**src/rtl/csr_access_unit_pkg.sv**
```systemverilog
// Shared constants and types for the machine-mode CSR access unit.
package csr_access_unit_pkg;

    localparam int XLEN    = 32;
    localparam int NUM_CSR = 8;

    localparam logic [11:0] ADDR_MSTATUS   = 12'h300;
    localparam logic [11:0] ADDR_MISA      = 12'h301;
    localparam logic [11:0] ADDR_MIE       = 12'h304;
    localparam logic [11:0] ADDR_MIP       = 12'h344;
    localparam logic [11:0] ADDR_MVENDORID = 12'hF11;
    localparam logic [11:0] ADDR_MARCHID   = 12'hF12;
    localparam logic [11:0] ADDR_MIMPID    = 12'hF13;
    localparam logic [11:0] ADDR_MHARTID   = 12'hF14;

    localparam int IDX_MSTATUS   = 0;
    localparam int IDX_MISA      = 1;
    localparam int IDX_MIE       = 2;
    localparam int IDX_MIP       = 3;
    localparam int IDX_MVENDORID = 4;
    localparam int IDX_MARCHID   = 5;
    localparam int IDX_MIMPID    = 6;
    localparam int IDX_MHARTID   = 7;

    typedef enum logic [2:0] {
        F3_RW  = 3'b001,
        F3_RS  = 3'b010,
        F3_RC  = 3'b011,
        F3_RWI = 3'b101,
        F3_RSI = 3'b110,
        F3_RCI = 3'b111
    } funct3_e;

    typedef enum logic [1:0] {
        ST_IDLE  = 2'd0,
        ST_READ  = 2'd1,
        ST_WRITE = 2'd2,
        ST_RESP  = 2'd3
    } state_e;

endpackage

```
**src/rtl/csr_access_unit_addr_decode.sv**
```systemverilog
// CSR address decoder: one-hot register select plus mapped/read-only/privilege attributes.
module csr_addr_decode
    import csr_access_unit_pkg::*;
(
    input  logic [11:0]        addr_i,
    output logic [NUM_CSR-1:0] sel_o,
    output logic               mapped_o,
    output logic               read_only_o,
    output logic [1:0]         min_priv_o
);

    always_comb begin
        sel_o = '0;
        case (addr_i)
            ADDR_MSTATUS:   sel_o[IDX_MSTATUS]   = 1'b1;
            ADDR_MISA:      sel_o[IDX_MISA]      = 1'b1;
            ADDR_MIE:       sel_o[IDX_MIE]       = 1'b1;
            ADDR_MIP:       sel_o[IDX_MIP]       = 1'b1;
            ADDR_MVENDORID: sel_o[IDX_MVENDORID] = 1'b1;
            ADDR_MARCHID:   sel_o[IDX_MARCHID]   = 1'b1;
            ADDR_MIMPID:    sel_o[IDX_MIMPID]    = 1'b1;
            ADDR_MHARTID:   sel_o[IDX_MHARTID]   = 1'b1;
            default:        sel_o                = '0;
        endcase
    end

    assign mapped_o    = |sel_o;
    assign read_only_o = (addr_i[11:10] == 2'b11);
    assign min_priv_o  = addr_i[9:8];

endmodule

```
**src/rtl/csr_access_unit.sv**
```systemverilog
// Zicsr read-modify-write engine: IDLE -> READ -> (WRITE) -> RESP, one instruction in flight.
module csr_access_unit
    import csr_access_unit_pkg::*;
(
    input  logic            CLK,
    input  logic            RSTn,
    input  logic            req_valid,
    output logic            req_ready,
    input  logic [2:0]      req_funct3,
    input  logic [11:0]     req_addr,
    input  logic [XLEN-1:0] req_rs1,
    input  logic [4:0]      req_zimm,
    input  logic            req_rs1_idx_zero,
    input  logic [1:0]      req_priv,
    output logic            resp_valid,
    input  logic            resp_ready,
    output logic [XLEN-1:0] resp_rdata,
    output logic            resp_illegal,
    input  logic [XLEN-1:0] csr_rd_mstatus,
    input  logic [XLEN-1:0] csr_rd_misa,
    input  logic [XLEN-1:0] csr_rd_mie,
    input  logic [XLEN-1:0] csr_rd_mip,
    input  logic [XLEN-1:0] csr_rd_mvendorid,
    input  logic [XLEN-1:0] csr_rd_marchid,
    input  logic [XLEN-1:0] csr_rd_mimpid,
    input  logic [XLEN-1:0] csr_rd_mhartid,
    output logic [7:0]      csr_we,
    output logic [XLEN-1:0] csr_wdata
);

    state_e          state_q, state_d;
    logic [2:0]      funct3_q, funct3_d;
    logic [11:0]     addr_q, addr_d;
    logic [XLEN-1:0] rs1_q, rs1_d;
    logic [4:0]      zimm_q, zimm_d;
    logic            rs1z_q, rs1z_d;
    logic [1:0]      priv_q, priv_d;
    logic [XLEN-1:0] rdata_q, rdata_d;
    logic            illegal_q, illegal_d;
    logic [XLEN-1:0] wdata_q, wdata_d;

    logic [NUM_CSR-1:0] sel;
    logic               mapped, read_only;
    logic [1:0]         min_priv;

    csr_addr_decode u_decode (
        .addr_i      (addr_q),
        .sel_o       (sel),
        .mapped_o    (mapped),
        .read_only_o (read_only),
        .min_priv_o  (min_priv)
    );

    logic [XLEN-1:0] old_val, src, new_val;
    logic            is_imm, f3_ok, write_req, illegal;

    assign old_val = ({XLEN{sel[IDX_MSTATUS]}}   & csr_rd_mstatus)
                   | ({XLEN{sel[IDX_MISA]}}      & csr_rd_misa)
                   | ({XLEN{sel[IDX_MIE]}}       & csr_rd_mie)
                   | ({XLEN{sel[IDX_MIP]}}       & csr_rd_mip)
                   | ({XLEN{sel[IDX_MVENDORID]}} & csr_rd_mvendorid)
                   | ({XLEN{sel[IDX_MARCHID]}}   & csr_rd_marchid)
                   | ({XLEN{sel[IDX_MIMPID]}}    & csr_rd_mimpid)
                   | ({XLEN{sel[IDX_MHARTID]}}   & csr_rd_mhartid);

    // funct3[2] selects the immediate forms; funct3[1:0] is the operation.
    assign is_imm = funct3_q[2];
    assign src    = is_imm ? {{(XLEN-5){1'b0}}, zimm_q} : rs1_q;
    assign f3_ok  = (funct3_q[1:0] != 2'b00);

    always_comb begin
        write_req = 1'b0;
        new_val   = src;
        case (funct3_q[1:0])
            2'b01: write_req = 1'b1;
            2'b10: begin
                write_req = is_imm ? (zimm_q != 5'd0) : !rs1z_q;
                new_val   = old_val | src;
            end
            2'b11: begin
                write_req = is_imm ? (zimm_q != 5'd0) : !rs1z_q;
                new_val   = old_val & ~src;
            end
            default: write_req = 1'b0;
        endcase
    end

    assign illegal = !f3_ok || !mapped || (priv_q < min_priv) || (write_req && read_only);

    always_comb begin
        state_d   = state_q;
        funct3_d  = funct3_q;
        addr_d    = addr_q;
        rs1_d     = rs1_q;
        zimm_d    = zimm_q;
        rs1z_d    = rs1z_q;
        priv_d    = priv_q;
        rdata_d   = rdata_q;
        illegal_d = illegal_q;
        wdata_d   = wdata_q;
        case (state_q)
            ST_IDLE: begin
                if (req_valid) begin
                    funct3_d = req_funct3;
                    addr_d   = req_addr;
                    rs1_d    = req_rs1;
                    zimm_d   = req_zimm;
                    rs1z_d   = req_rs1_idx_zero;
                    priv_d   = req_priv;
                    state_d  = ST_READ;
                end
            end
            ST_READ: begin
                rdata_d   = illegal ? '0 : old_val;
                illegal_d = illegal;
                if (!illegal && write_req) begin
                    wdata_d = new_val;
                    state_d = ST_WRITE;
                end else begin
                    state_d = ST_RESP;
                end
            end
            ST_WRITE: state_d = ST_RESP;
            ST_RESP:  if (resp_ready) state_d = ST_IDLE;
            default:  state_d = ST_IDLE;
        endcase
    end

    always_ff @(posedge CLK) begin
        if (!RSTn) begin
            state_q   <= ST_IDLE;
            funct3_q  <= '0;
            addr_q    <= '0;
            rs1_q     <= '0;
            zimm_q    <= '0;
            rs1z_q    <= 1'b0;
            priv_q    <= '0;
            rdata_q   <= '0;
            illegal_q <= 1'b0;
            wdata_q   <= '0;
        end else begin
            state_q   <= state_d;
            funct3_q  <= funct3_d;
            addr_q    <= addr_d;
            rs1_q     <= rs1_d;
            zimm_q    <= zimm_d;
            rs1z_q    <= rs1z_d;
            priv_q    <= priv_d;
            rdata_q   <= rdata_d;
            illegal_q <= illegal_d;
            wdata_q   <= wdata_d;
        end
    end

    // Gated by RSTn so a reset landing in WRITE can never leak a write into the bank.
    assign csr_we       = (state_q == ST_WRITE && RSTn) ? sel : 8'h00;
    assign csr_wdata    = wdata_q;
    assign req_ready    = (state_q == ST_IDLE);
    assign resp_valid   = (state_q == ST_RESP);
    assign resp_rdata   = rdata_q;
    assign resp_illegal = illegal_q;

endmodule

```
**config.mk**
```make
export PLATFORM = sky130hd
export DESIGN_NAME = csr_access_unit
export DESIGN_NICKNAME = d
export VERILOG_FILES = /design/src/rtl/csr_access_unit_pkg.sv /design/src/rtl/csr_access_unit_addr_decode.sv /design/src/rtl/csr_access_unit.sv
export SDC_FILE = /design/constraint.sdc
export NUM_CORES = 1
export LEC_CHECK = 0
export CAP_MARGIN = 20
export CORE_AREA = 4 4 149 151
export CTS_BUF_LIST = sky130_fd_sc_hd__clkbuf_16
export CTS_CLUSTER_DIAMETER = 30
export DETAILED_ROUTE_END_ITERATION = 7
export DIE_AREA = 0 0 153 155
export PLACE_DENSITY_LB_ADDON = 0.08
export SLEW_MARGIN = 10
export SYNTH_ARGS = -nofsm -noshare
export SYNTH_HDL_FRONTEND = slang
export SYNTH_SLANG_ARGS = --single-unit
```
**constraint.sdc**
```tcl
create_clock -name CLK -period 2.9 [get_ports CLK]
set_input_delay 0.29 -clock CLK [delete_from_list [all_inputs] [get_ports CLK]]
set_output_delay 0.29 -clock CLK [all_outputs]
set_load 0.05 [all_outputs]
```
-- Yosys cells after proc, flatten, opt, wreduce, memory -nomap -nowiden
Index checks and enable logic that the tools add are counted.
- register bits after elaboration: 122
- word-level logic and storage cells: 82
- input port bits: 315
- reduce and logical (&&, ||, !) cells: 18
- multiplexer cells: 18
- magnitude comparators: 1
- bitwise operators: 18
- eq/ne operators: 17
- operator list (kind ; number):
    $and A32 B32 Y32 ; 9
    $or A32 B32 Y32 ; 8
    $mux W32 ; 2
    $pmux W32 S2 ; 1
    $eq A12 B10 Y1 const B ; 4
    $eq A12 B12 Y1 const B ; 4
    $not A32 Y32 ; 1
    $eq A2 B2 Y1 const B ; 5
    $mux W1 ; 10
    $mux W8 ; 1
    $pmux W2 S4 ; 1
    $reduce_or A8 Y1 ; 1
    $reduce_and A2 Y1 ; 3
    $reduce_bool A5 Y1 ; 1
    $eq A2 B1 Y1 const B ; 2
    $logic_not A1 Y1 ; 4
    $mux W2 ; 2
    $logic_and A1 B1 Y1 ; 3
    $logic_or A1 B1 Y1 ; 3
    $logic_not A2 Y1 ; 1
    $lt A2 B2 Y1 ; 1
    $ne A2 B1 Y1 const B ; 1
    $ne A2 B2 Y1 const B ; 1
    $pmux W1 S2 ; 1
    2 further kinds ; 2

-- Logic depth before layout (Yosys ltp)
- word-level depth: 12
- gate-level depth with buffers: 10

-- Cells and area by module
Synthesis repeated with hierarchy kept, for this count alone.
- cells, all modules: 810
- area total of the unflattened synthesis: 6735.2 um^2
- modules (own cells, without submodules) (module ; times used ; cells each ; sequential area each (um^2) ; area each (um^2)):
    csr_access_unit ; 1 ; 782 ; 2442.3 ; 6561.3
    csr_addr_decode ; 1 ; 28 ; 0.0 ; 173.9

-- Least setup slack after synthesis
OpenSTA, ideal clock, no wires.
- path kind: register to output
- start point: register addr_q[6]
- end point: output port csr_we[5]
- path buffers: 4
- cell stages (with the launch flop): 8
- setup slack: -606 ps
- data arrival time: 3216 ps
- required time: 2610 ps
- cells stage by stage: dfxtp_1 -> buf_2 -> nor4bb_1 -> clkbuf_1 -> clkbuf_1 -> buf_2 -> nand3_1 -> nor4_1
- cells in the longest elaborated chain, start to end: 3
- RTL lines (element ; line ; text):
    start, declared ; csr_access_unit.sv:33 ; logic [11:0] addr_q, addr_d;
    start signal, assigned ; csr_access_unit.sv:144 ; addr_q <= addr_d;
    $eq A12 B12 Y1 ; csr_access_unit_addr_decode.sv:14 ; case (addr_i)
    $mux W1 ; csr_access_unit_addr_decode.sv:14 ;
    $mux W8 ; csr_access_unit.sv:156 ; assign csr_we = (state_q == ST_WRITE && RSTn) ? sel : 8'h00;
    end, declared ; csr_access_unit.sv:27 ; output logic [7:0] csr_we,
No other way between the ends.

-- Worst setup path in the final report
- start point: register addr_q[10]
- end point: output port csr_we[6]
The elaborated chain is that of the path after synthesis.

==> metrics.yaml <==
power_and_ir_drop:
  finalPower_w: 0.00670
  ir_drop_mv: 0.345
  power_leakage_nw: 4.57
  power_density_nw_per_um2: 543
placed_design:
  post_dp_cell_area_um2: 11700
  io_buffers: 389
  gp_congestion: 0.918
  dpl.cell_count: 1565
  hpwlAfterDp_mm: 29.3
timing:
  worst_slew_pin_slew_ns: 0.856
  rsz0062_at_grt: "false"
  fin_tns_setup_ns: 0
  maxSlewViolCount: 0
  period_minus_slack_ns: 2.76
  worst_clock_skew_ns: 0.00983
  relSlewSlack_pct: 42.6
  fin_crit_sh_pct: 95.1
  hold_violations: 0
  setup_violations: 0
  max_freq_mhz: 363
clocking:
  cts_sinks: 122
  cts_max_level: 4
  clk_pin_slew_ns: 0.06
  ctsHoldBuffers: 0
  clkLatencyLatePin_ns: 0.41
  cts_tree: "yes"
  ctsRootBufferMaster: "clkbuf_16"
  clock_path_buffers: 2
  cts_buffers: 17
synthesis:
  synth_seq_area_share_pct: 33.3
  async_reset_ff_share_pct: 0
  synth_edf_count: 0
  synth.top_cells.by_area: "dfxtp_1 (33%), nand2_1 (9.3%), o21ai_0 (5.3%)"
  synth_largest_area_cell: "dfxtp_1"
  yosys-top-cells-count: "nand2_1 (182), dfxtp_1 (122), o21ai_0 (77)"
  syn_nets: 1265
  mappedNetlistArea_um2: 7330
  yosysMostFrequentCell: "nand2_1"
  synth_top_area_share_pct: 33.3
  syn_inst: 945
  synth.distinct_cells: 69
  synth_area_per_cell_um2: 7.76
  ys_ff_latch: 122
  yosysWarnings: 0
  synth_flop_cell: "dfxtp_1"
floorplanning:
  row_count: 53
  start_util_pct: 35.2
  top_level_ports: 390
  die_w_um: 153
  dieArea_um2: 23700
  coreArea_um2: 20800
  die_h_um: 155
hold_path:
  hold_start: "req_rs1[19]"
  worstHoldPathType: "input pin to flop"
  hold_depth: 3
  hold_path_end: "rs1_q[19]"
global_route:
  grt_overflow_total: 0
  grt_pass1_vias: 8571
  grt_usage_pct: 29.4
  grt_pass1_wl_mm: 53.9
  grt_max_degree: 61
  antenna_found_initial: 5
drt:
  viasPerCell: 5.54
  firstDrtPassIters: 7
  postRouteWirelength_mm: 37.0
  drc: 0
  drt_iter0_drc: 655
  vias: 8892
  post_drt_wl_per_cell_um: 23.1
  antenna_left: 0
cells_and_area:
  fill_cells: 1949
  instances_no_fill: 1606
  area_growth_pct: 68.5
  drive_gt1_share_pct: 9.58
  stdcell_area_um2: 12400
  final_net_count: 1633
critical_path:
  crit_slowest_cell: "dfxtp_1"
  critPathBufInv: 2
  startpoint_type: "flop"
  path_class: "flop to primary output"
  timing.rr.start: "addr_q[1]"
  crit_arrival_ns: 2.47
  reg2reg_depth: 6
  endpoint_kind: "primary output"
  cp.required_ns: 2.61
  r2r-end: "csr_wdata[0]"
  crit_chain: "and4b_1 > buf_4 > nand2_1 > nor3_1 > buf_12"
  r2r_slack_ns: 0.25
  critPathTopFamily: "simple AND/OR/NAND/NOR gates"
  slowest_delay_ns: 0.50
  path_max_fanout: 27
  path_depth: 5
outcome:
  status: "complete, no violations"
flow_run:
  cap_violations: 0
final cells by class:
class                   count  area, um2  share of cell area, %
clock inverters            15        178                   1.44
multi-input cells         700       4440                   35.9
flip-flops and latches    122       2440                   19.8
diodes                      5       12.5                  0.101
clock buffers              17        425                   3.44
inverters                  35        131                   1.06
repair buffers            437       4380                   35.5
well taps                 275        344                   2.78
worst max path at each step:
stage | from | endpoint | slack (ns)
floorplan | addr_q[6] | csr_we[0] | -0.27
global placement | addr_q[11] | csr_wdata[10] | 0.38
detailed placement | addr_q[1] | csr_wdata[0] | 0.29
CTS | addr_q[6] | csr_we[6] | 0.03
global route | addr_q[1] | csr_wdata[0] | 0.02
finish | addr_q[10] | csr_we[6] | 0.14
report_power, final:
group	total (W)	leakage, nW	internal, W	switching [W]
clock network	0.00216	0.287	0.00135	0.000805
logic	0.00249	3.29	0.00109	0.00141
registers	0.00206	0.992	0.00185	0.000206
worst register-to-register path, delay by kind of cell, from the launching register on:
kind | cells | cell delay [ns]
compound gates | 4 | 0.81
flops | 1 | 0.51
simple gates | 2 | 1.27
state kept, by name, indices dropped and copies added, names as in the netlist:
name,cells
priv_q,2
state_q,2
addr_q,12
csr_wdata,32
funct3_q,3
resp_rdata,32
rs1_q,32
rs1z_q,1
zimm_q,5
resp_illegal,1
stage by stage:
stage / utilization [%] / setup slack [ns] / hold WS [ns]
2_1_floorplan: - / -0.272 / 0.426
3_3_place_gp: 56.2 / 0.378 / 0.434
3_5_place_dp: 56.2 / 0.287 / 0.442
4_1_cts: 59.1 / 0.0350 / 0.412
5_1_grt: 59.3 / 0.0202 / 0.419
6_report: 59.3 / 0.143 / 0.422
repair_timing:
| item | 4_1_cts | 5_1_grt |
|---|---|---|
| resized for setup | 0 | 1 |
| setup buffers | 0 | 4 |
| endpoints found under the setup margin | 0 | 8 |
cells by family after synthesis:
group	count (synthesis)	synth area share, %
AO/OA/AOI/OAI	344	32.1
adder cells (fa/ha/maj)	5	0.853
AND/OR/NAND/NOR	300	19.4
flip-flops	122	33.3
buffers and inverters	123	7.01
multiplexers	51	7.27
placed cells by master, fill, tap and decap left out, drive strengths merged, types with 13 or more instances in the layout:
cell type and instances:
nand3 28, a221oi 14, o211ai 25, nor2 15, a32oi 13, dfxtp 122, o2bb2ai 18, buf 56
mux2 18, o22ai 17, o211a 23, nand2 182, mux2i 33, o21ai 77, clkdlybuf4s50 381, clkbuf 17
a211oi 13, nor3 13, a22oi 35, a21oi 72, inv 37, and3 17
layer usage:
metal | GRT usage (%) | wire, um
met4 | 8.40 | 715
met2 | 48.3 | 17700
met5 | 0 | 13
met1 | 38.0 | 15500
met3 | 8.29 | 3120
Note: power is estimated with default switching activity, not from simulation.
